==> config.mk <==
export PLATFORM = sky130hd
export DESIGN_NAME = fb_stream_writer
export DESIGN_NICKNAME = d
export VERILOG_FILES = /design/src/rtl/fb_stream_writer.sv
export SDC_FILE = /design/constraint.sdc
export NUM_CORES = 1
export LEC_CHECK = 0
export ABC_CLOCK_PERIOD_IN_PS = 2800
export CAP_MARGIN = 0
export CELL_PAD_IN_SITES_DETAIL_PLACEMENT = 1
export CELL_PAD_IN_SITES_GLOBAL_PLACEMENT = 1
export CORE_MARGIN = 5
export CORE_UTILIZATION = 38
export DETAILED_ROUTE_END_ITERATION = 7
export PLACE_DENSITY = 0.87
export SLEW_MARGIN = 40
export SYNTH_ARGS = -nofsm -noshare
export SYNTH_HDL_FRONTEND = slang
export SYNTH_SLANG_ARGS = --single-unit
==> constraint.sdc <==
create_clock -name clk -period 2.8 [get_ports clk]
set_input_delay 0.7 -clock clk [delete_from_list [all_inputs] [get_ports clk]]
set_output_delay 0.7 -clock clk [all_outputs]
set_load 0.01 [all_outputs]
==> src/rtl/fb_stream_writer.sv <==
// Packs a valid/ready byte stream into 12-bit {B,G,R} pixels and drives the
// 128x128 frame-buffer write port, optionally accepting bytes only in vblank.
module fb_stream_writer #(
  parameter int unsigned ADDR_BITS   = 7,
  parameter bit          GATE_VBLANK = 1'b1
) (
  input  logic                 clk,
  input  logic                 resetn,
  input  logic [7:0]           s_data,
  input  logic                 s_valid,
  input  logic                 s_sof,
  output logic                 s_ready,
  input  logic                 vblank,
  output logic [ADDR_BITS-1:0] wr_row,
  output logic [ADDR_BITS-1:0] wr_col,
  output logic [11:0]          wr_rgb,
  output logic                 wr_en,
  output logic                 frame_done,
  output logic                 busy
);

  localparam int unsigned BYTE_W = 8;
  localparam int unsigned RGB_W  = 12;
  localparam logic [ADDR_BITS-1:0] ADDR_MAX = '1;

  typedef enum logic [1:0] {
    ST_LO = 2'd0,
    ST_HI = 2'd1,
    ST_WR = 2'd2
  } state_t;

  state_t               state_q, state_d;
  logic [BYTE_W-1:0]    hold_q, hold_d;
  logic [ADDR_BITS-1:0] row_q, row_d;
  logic [ADDR_BITS-1:0] col_q, col_d;
  logic [ADDR_BITS-1:0] wr_row_d, wr_col_d;
  logic [RGB_W-1:0]     wr_rgb_d;
  logic                 wr_en_d, frame_done_d, busy_d;
  logic                 accept;

  // Ready is the only combinational output; forced low while in reset.
  assign s_ready = resetn && (state_q != ST_WR) && (!GATE_VBLANK || vblank);
  assign accept  = s_valid && s_ready;

  // Next-state, address counter and write-port logic.
  always_comb begin
    state_d      = state_q;
    hold_d       = hold_q;
    row_d        = row_q;
    col_d        = col_q;
    wr_row_d     = wr_row;
    wr_col_d     = wr_col;
    wr_rgb_d     = wr_rgb;
    wr_en_d      = 1'b0;
    frame_done_d = 1'b0;

    case (state_q)
      ST_LO: begin
        if (accept) begin
          hold_d  = s_data;
          state_d = ST_HI;
          if (s_sof) begin
            row_d = '0;
            col_d = '0;
          end
        end
      end
      ST_HI: begin
        if (accept) begin
          if (s_sof) begin
            // Restart the frame: this byte replaces the pending low byte.
            hold_d = s_data;
            row_d  = '0;
            col_d  = '0;
          end else begin
            wr_row_d     = row_q;
            wr_col_d     = col_q;
            wr_rgb_d     = {s_data[3:0], hold_q};
            wr_en_d      = 1'b1;
            frame_done_d = (row_q == ADDR_MAX) && (col_q == ADDR_MAX);
            state_d      = ST_WR;
          end
        end
      end
      ST_WR: begin
        state_d = ST_LO;
        col_d   = col_q + ADDR_BITS'(1);
        if (col_q == ADDR_MAX) begin
          row_d = row_q + ADDR_BITS'(1);
        end
      end
      default: begin
        state_d = ST_LO;
      end
    endcase

    busy_d = (state_d != ST_LO) || (row_d != '0) || (col_d != '0);
  end

  always_ff @(posedge clk) begin
    if (!resetn) begin
      state_q    <= ST_LO;
      hold_q     <= '0;
      row_q      <= '0;
      col_q      <= '0;
      wr_row     <= '0;
      wr_col     <= '0;
      wr_rgb     <= '0;
      wr_en      <= 1'b0;
      frame_done <= 1'b0;
      busy       <= 1'b0;
    end else begin
      state_q    <= state_d;
      hold_q     <= hold_d;
      row_q      <= row_d;
      col_q      <= col_d;
      wr_row     <= wr_row_d;
      wr_col     <= wr_col_d;
      wr_rgb     <= wr_rgb_d;
      wr_en      <= wr_en_d;
      frame_done <= frame_done_d;
      busy       <= busy_d;
    end
  end

endmodule
Word level (Yosys, flattened, before mapping)

Cells that the tools add are included.

Output and inout bits: 30
Logic and storage cells: 56
Bits in registers: 53
Input bits: 13

Equal/unequal tests: 8
Reductions and logical operators: 16
Bitwise logic cells: 4
Add/subtract/negate cells: 2
Mux-type cells: 16

Operators by type and width:

| cell                                           | count |
|---|---|
| 2-to-1 mux 7 bit                               | 5 |
| one-hot mux 7 bit (2 select lines)             | 2 |
| 2-to-1 mux 8 bit                               | 3 |
| one-hot mux 8 bit (2 select lines)             | 1 |
| adder 7 x 1 -> 7 bit (second input constant)   | 2 |
| == test 7 bit (second input constant)          | 2 |
| nonzero test 7 bit                             | 2 |
| inequality test 2 bit (second input constant)  | 4 |
| 2-to-1 mux 2 bit                               | 3 |
| AND reduction 3 bit                            | 2 |
| logical AND 1 bit                              | 4 |
| NOT 1 bit                                      | 4 |
| one-hot mux 2 bit (2 select lines)             | 1 |
| AND reduction 4 bit                            | 1 |
| nonzero test 2 bit                             | 2 |
| OR reduction 4 bit                             | 1 |
| == test 2 x 1 -> 1 bit (second input constant) | 1 |
| == test 2 bit (second input constant)          | 1 |
| logical NOT 2 bit                              | 1 |
| logical OR 1 bit                               | 2 |
| OR reduction 2 bit                             | 1 |
| 2-to-1 mux 1 bit                               | 1 |

Logic depth before layout (Yosys ltp)

Gate-level depths: netlist of the first run.

Depth in word-level cells: 9
Gate-level depth with buffers: 7
Depth with buffers taken out: 6

Worst setup path before layout of the first run

OpenSTA, ideal clock, no wires.

Path type: input port to flip-flop
From: input port resetn
To: register busy
Library setup time: 125 ps
Arrival time: 2048 ps
Stages: 6
Data required time: 2675 ps
Setup slack: 627 ps
Path through: buf_2 > and4b_1 > nand2_1 > o211a_1 > or3_1 > o41a_1

Word-level cells in the longest chain between the ends: 8
Elaborated cells between the ends (all ways): 15
Classes of those cells: 7 x mux; 8 x reduce/logical

RTL lines:

| item                                                                                            | line | source |
|---|---|---|
| from (decl)                                                                                     | 8    | `input logic resetn,` |
| logical AND 1 bit (2 in series)                                                                 | 42   | `assign s_ready = resetn && (state_q != ST_WR) && (!GATE_VBLANK \|\| vblank);` |
| logical AND 1 bit                                                                               | 43   | `assign accept = s_valid && s_ready;` |
| 2-to-1 mux 7 bit (tied with other cells)                                                        | 59   | `if (accept) begin` |
| one-hot mux 7 bit (2 select lines) / one-hot mux 2 bit (2 select lines) (equally long branches) | 57   | `case (state_q)` |
| nonzero test 7 bit / nonzero test 2 bit (equally long branches)                                 | 97   | `busy_d = (state_d != ST_LO) \|\| (row_d != '0) \|\| (col_d != '0);` |
| logical OR 1 bit (2 in series)                                                                  | 97   |  |
| to (signal assigned)                                                                            | 122  | `busy <= busy_d;` |
| to (decl)                                                                                       | 19   | `output logic busy` |

Several ways; a longest one is shown, not always the timed one.
A chain may end at the register's enable or synchronous reset.

Worst setup path after layout of the first run

From: input port resetn
To: output port s_ready

Word-level cells in the longest chain between the ends: 2

RTL lines:

| item                            | line | source |
|---|---|---|
| logical AND 1 bit (2 in series) | 42   |  |
| to (decl)                       | 12   | `output logic s_ready,` |

Every way passes these cells.

==> results.yml, run 1 <==
clock_tree:
  post_cts_resized: 0
  clk_pin_slew_ns: 0.09
  clockRootBuffer: "clkbuf_8"
  cts_hold_buf: 0
  htree_levels: 2
  clock_tree.buffer_depth: 2
  cts_buffers: 5
  clkLatencyLatePin_ns: 0.31
  post_cts_buffers: 0
  cts_tree: "yes"
  cts_num_sinks: 53
synth:
  yosysMostFrequentCell: "nand2_1"
  async_reset_ff_share_pct: 0
  synthCells: 275
  yosysTopAreaCell: "dfxtp_1"
  synth.avg_cell_area_sq_um: 8.27
  yosys_warnings: 0
  synth.top_cell.area_share_pct: 46.6
  yosysSeqAreaShare_pct: 46.6
  synth.cell_area_sq_mm: 0.00227
  ys_types: 48
  yosys_most_used_dff: "dfxtp_1"
  ys_ff_latch: 53
  synth_edf_count: 0
  synth_nets: 290
  synthTopCellsByArea: "dfxtp_1, nand2_1, o21ai_0"
  synth_commonest_cells: "nand2_1, dfxtp_1, o21ai_0, nor2_1"
power:
  power_density_mw_per_mm2: 450
  ir_drop_uv: 349
  p_leak_nw: 1.01
  finalPower_w: 0.00129
final_layout:
  multi_input_area_sq_mm: 0.00113
  final_cell_area_sq_mm: 0.00287
  area_delta_synth_final_pct: 26.1
  nets: 329
  antenna_cells: 0
  drive_above_1_share_pct: 6.35
  ff_latch_area_sq_mm: 0.00106
  nFillCells: 718
detailed_routing:
  wirelength_um: 5890
  vias: 2028
  drt-initial-drc-count: 105
  post_drt_wl_per_cell_um: 15.1
  antenna_left: 0
  dr.pass1.iters: 4
  routed_via_density: 5.20
  drc: 0
die:
  fp.dieH_um: 87.4
  rows: 28
  core-area_sq_mm: 0.00589
  die-area_sq_mm: 0.00763
  die_x_um: 87.4
  num_io_pins: 43
  start_util_pct: 38.6
critical_path:
  cp.arrival_ns: 2.05
  crit_type: "in -> out"
  cp-end-kind: "output pin"
  cp_max_fo: 7
  start_kind: "primary input"
  cp.required_ns: 2.10
timing:
  finalSetupViolations: 0
  period_share_pct: 98.1
  final.setup.tns_ns: 0
  slew_viol_final: 0
  worst_slack_ns: 0.0532
  rsz0062_at_grt: "false"
  relSlewSlack_pct: 55.0
  finalClockSkew_ns: 0.0103
  worst_slew_pin_slew_ns: 0.674
  timing.fmax_mhz: 364
  hold_viol: 0
  finalCriticalPeriod_ns: 2.75
place:
  routabilityCongestion: 0.840
  placed_area_sq_mm: 0.00278
  port_buffers: 42
  dpl_worst_slack_ns: 0.0524
  dp_hpwl_um: 4260
run_status:
  status: "complete, no violations"
global_routing:
  grt_overflow: 0
  grt.busiest_layer: "met2"
  grt_pass1_vias: 2173
  grt_use_met2_pct: 29.7
  grt_pass1_wl_um: 10200
  grt_max_degree: 44
  met1_usage_pct: 20.2
  antenna_found_initial: 0
  grtUsageTotal_pct: 16.7
  use_met3_pct: 4.45
run:
  max-cap-violations: 0
hold_path:
  hp-class: "reg -> reg"
-- final timing paths --
kind	end	slack, ns	cells past startpoint	startpoint
max	s_ready	0.05	3	resetn
min	wr_row[2]	0.47	2	wr_row[2]
max reg2reg	busy	0.43	6	col_q[0]
min reg2reg	wr_row[2]	0.47	2	wr_row[2]
-- kinds of logic (layout without fill, tap and decap cells) --
logic type / Yosys count / after routing / synth area share, %
buffers and inverters: 19 / 59 / 3.79
muxes: 12 / 12 / 5.39
xor gates and xnor gates: 3 / 3 / 1.16
adders and majority gates: 2 / 2 / 1.10
and+or+nand+nor: 130 / 130 / 26.9
DFF: 53 / 53 / 46.6
AOI/OAI and AO/OA: 56 / 56 / 15.0
-- power breakdown --
group,switching (W),internal (W)
combinational,0.0000361,0.0000359
sequential,0.00000554,0.000761
clock,0.000271,0.000183
total,0.000312,0.000979
-- flip-flops by register name (all words and copies together), names as in the netlist --
signal      flops
row_q           7
wr_row          7
hold_q          8
busy            1
frame_done      1
wr_col          7
state_q         2
wr_en           1
wr_rgb         12
col_q           7
-- cell usage in the layout, fill, tap and decap left out, drive strengths merged, types with 3 or more instances in the layout --
cell type / instances
nand2: 63
mux2i: 10
nor2: 24
a21oi: 7
nor3: 4
o21ai: 30
clkdlybuf4s50: 42
buf: 7
and2: 7
and3: 4
dfxtp: 53
o21a: 3
clkbuf: 5
nand3: 12
nand4b: 3
inv: 3
-- through the flow --
stage                     hold slack, ns  util [%]  std cells
after global placement             0.442      47.2        382
after detailed placement           0.445      47.2        382
after CTS                          0.469      48.7        390
after floorplan                    0.424         -        275
final                              0.466      48.7        390
after global routing               0.493      48.7        390
-- routing by layer --
metal	part of all wire (%)	up-vias
met3	4.7	9
met2	49	35
met4	1.1	0
li1	-	1023
met5	0	-
met1	45	961
-- cell type report --
class                   instances  area share (%)
well taps                      75            3.27
flip-flops and latches         53            37.0
inverters                       2           0.262
clock inverters                 3           0.872
multi-input cells             203            39.3
clock buffers                   5            2.40
repair buffers                 49            16.9
-- critical path, stage by stage --
cell	delay, ns
clkdlybuf4s50_1	0.61
and3_1	0.20
clkdlybuf4s50_1	0.53
Power figures use the tool's default switching activity.
==> inputs of run 2 (changes only) <==
RECOVER_POWER = 100   (was not set)
==> run 2 against run 1 <==
Wire length about the same; worst hold slack got worse by 0.0029 ns; combinational power down 3.9%; via count is 0.44% higher; die area stayed put; core utilization is 0.64 points lower; power is 0.19% lower; setup slack improved by 0.0070 ns; first-iteration DRC count shrank 16%; critical path type unchanged; critical endpoint unchanged; highest routed layer unchanged.
==> results.yml, run 2 (synthesis gave the netlist of run 1 again) <==
clock_tree:
  clkLatencyLatePin_ns: 0.31
  cts_tree: "yes"
  cts_hold_buf: 0
  post_cts_resized: 0
  clk_pin_slew_ns: 0.09
  clockRootBuffer: "clkbuf_8"
  cts_buffers: 5
  clock_tree.buffer_depth: 2
  htree_levels: 2
  post_cts_buffers: 0
  cts_num_sinks: 53
hold_path:
  hold_path_depth: 2
  hp-class: "reg -> reg"
  hold_end: "wr_row[2]"
  hold_start: "wr_row[2]"
detailed_routing:
  drc: 0
  dr_wl_met2_um: 2850
  vias: 2037
  wirelength_um: 5900
  antenna_left: 0
  drt-initial-drc-count: 88
  dr.pass1.iters: 4
  highest_layer: "met4"
  wl_met1_um: 2680
  post_drt_wl_per_cell_um: 15.1
  routed_via_density: 5.22
  wl_met3_um: 302
place:
  port_buffers: 42
  dp_hpwl_um: 4260
  placed_area_sq_mm: 0.00278
  routabilityCongestion: 0.840
  placed_cells: 382
  dpl_worst_slack_ns: 0.0524
final_layout:
  top_regs: "wr_rgb: 12 flops, hold_q: 8 flops"
  antenna_cells: 0
  final_common_cell: "nand2_1"
  largest_register: "wr_rgb"
  post_layout_nonfiller_instances: 390
  nFillCells: 721
  nets: 329
  multi_input_area_sq_mm: 0.00112
  largest_reg_flops: 12
  final_cell_area_sq_mm: 0.00283
  drive_above_1_share_pct: 4.76
  final_cell_mix: "nand2_1, dfxtp_1, o21ai_0"
  ff_latch_area_sq_mm: 0.00106
  area_delta_synth_final_pct: 24.5
critical_path:
  crit_type: "in -> out"
  start_kind: "primary input"
  r2r_slack_ns: 0.31
  rr_worst_depth: 6
  crit_buf_inv: 2
  crit_slowest_cell: "clkdlybuf4s50_1"
  cp.required_ns: 2.10
  cp_max_fo: 7
  cp.arrival_ns: 2.04
  critPathLaunch: "resetn"
  crit_top_cell: "clkdlybuf4s50_1"
  cp_cell_sequence: "clkdlybuf4s50_1 -> and3_1 -> clkdlybuf4s50_1"
  cp-end-kind: "output pin"
  cp_slowest_stage_delay_ns: 0.61
  reg2reg_to: "busy"
  r2r-start: "col_q[0]"
  path_delay_family: "buffers and inverters"
timing:
  finalSetupViolations: 0
  worst_slack_ns: 0.0602
  relSlewSlack_pct: 52.1
  slew_viol_final: 0
  rsz0062_at_grt: "false"
  final.setup.tns_ns: 0
  worst_slew_pin_slew_ns: 0.719
  fin_hold_ws_ns: 0.463
  period_share_pct: 97.9
  finalCriticalPeriod_ns: 2.74
  timing.fmax_mhz: 365
  hold_viol: 0
  finalClockSkew_ns: 0.0107
die:
  core-area_sq_mm: 0.00589
  die_x_um: 87.4
  fp.dieH_um: 87.4
  num_io_pins: 43
  rows: 28
  die-area_sq_mm: 0.00763
  start_util_pct: 38.6
run:
  max-cap-violations: 0
global_routing:
  grt_max_degree: 44
  grt_pass1_wl_um: 10200
  antenna_found_initial: 0
  grt_pass1_vias: 2173
  grt_overflow: 0
  grtUsageTotal_pct: 16.7
power:
  p_leak_nw: 1.07
  ir_drop_uv: 348
  power_density_mw_per_mm2: 455
run_status:
  status: "complete, no violations"
[run 2: cell count changes in the layout (fill, tap and decap cells not counted)]
cell	change
and2_0	+3
and2_1	-3
buf_12	-1
buf_4	-4
clkbuf_1	+4
clkbuf_2	+1
clkdlybuf4s50_1	-29
dlygate4sd3_1	+29
nand2_1	+1
nand2_4	-1
[run 2: through the flow]
step | util (%) | total power (W)
global placement | 47.2 | 0.000854
detailed placement | 47.2 | 0.000856
CTS | 48.7 | 0.00131
floorplan | - | 0.000815
global route | 48.1 | 0.00135
finish | 48.1 | 0.00129
[run 2: final cells by class]
class / count / share of cell area (%)
tap: 75 / 3.31
clock buffer: 5 / 2.43
multi-input combinational: 203 / 39.5
clock inverter: 3 / 0.884
sequential: 53 / 37.5
inverter: 2 / 0.265
timing repair buffer: 49 / 16.1
[run 2: layer usage]
metal / global-route usage [%] / vias to the layer above
met1: 20.2 / 968
li1: - / 1020
met3: 4.45 / 9
met5: 0 / -
met4: 3.63 / 0
met2: 29.7 / 40
[run 2: worst max-delay path by stage]
stage	slack, ns	cells after the start	end
2_1_floorplan	0.63	6	busy
3_3_place_gp	0.06	3	s_ready
3_5_place_dp	0.05	3	s_ready
4_1_cts	0.05	3	s_ready
5_1_grt	0.007	3	s_ready
6_report	0.06	3	s_ready
[run 2: tightest hold or removal path, stage by stage, from the launching register on]
cell     delay (ns)
dfxtp_1        0.32
nand2_1        0.05
o21ai_0        0.06
[run 2: where the power goes]
part / switching [W] / internal (W)
Combinational: 0.0000362 / 0.0000330
Clock: 0.000271 / 0.000183
Sequential: 0.00000545 / 0.000761
Total: 0.000313 / 0.000976
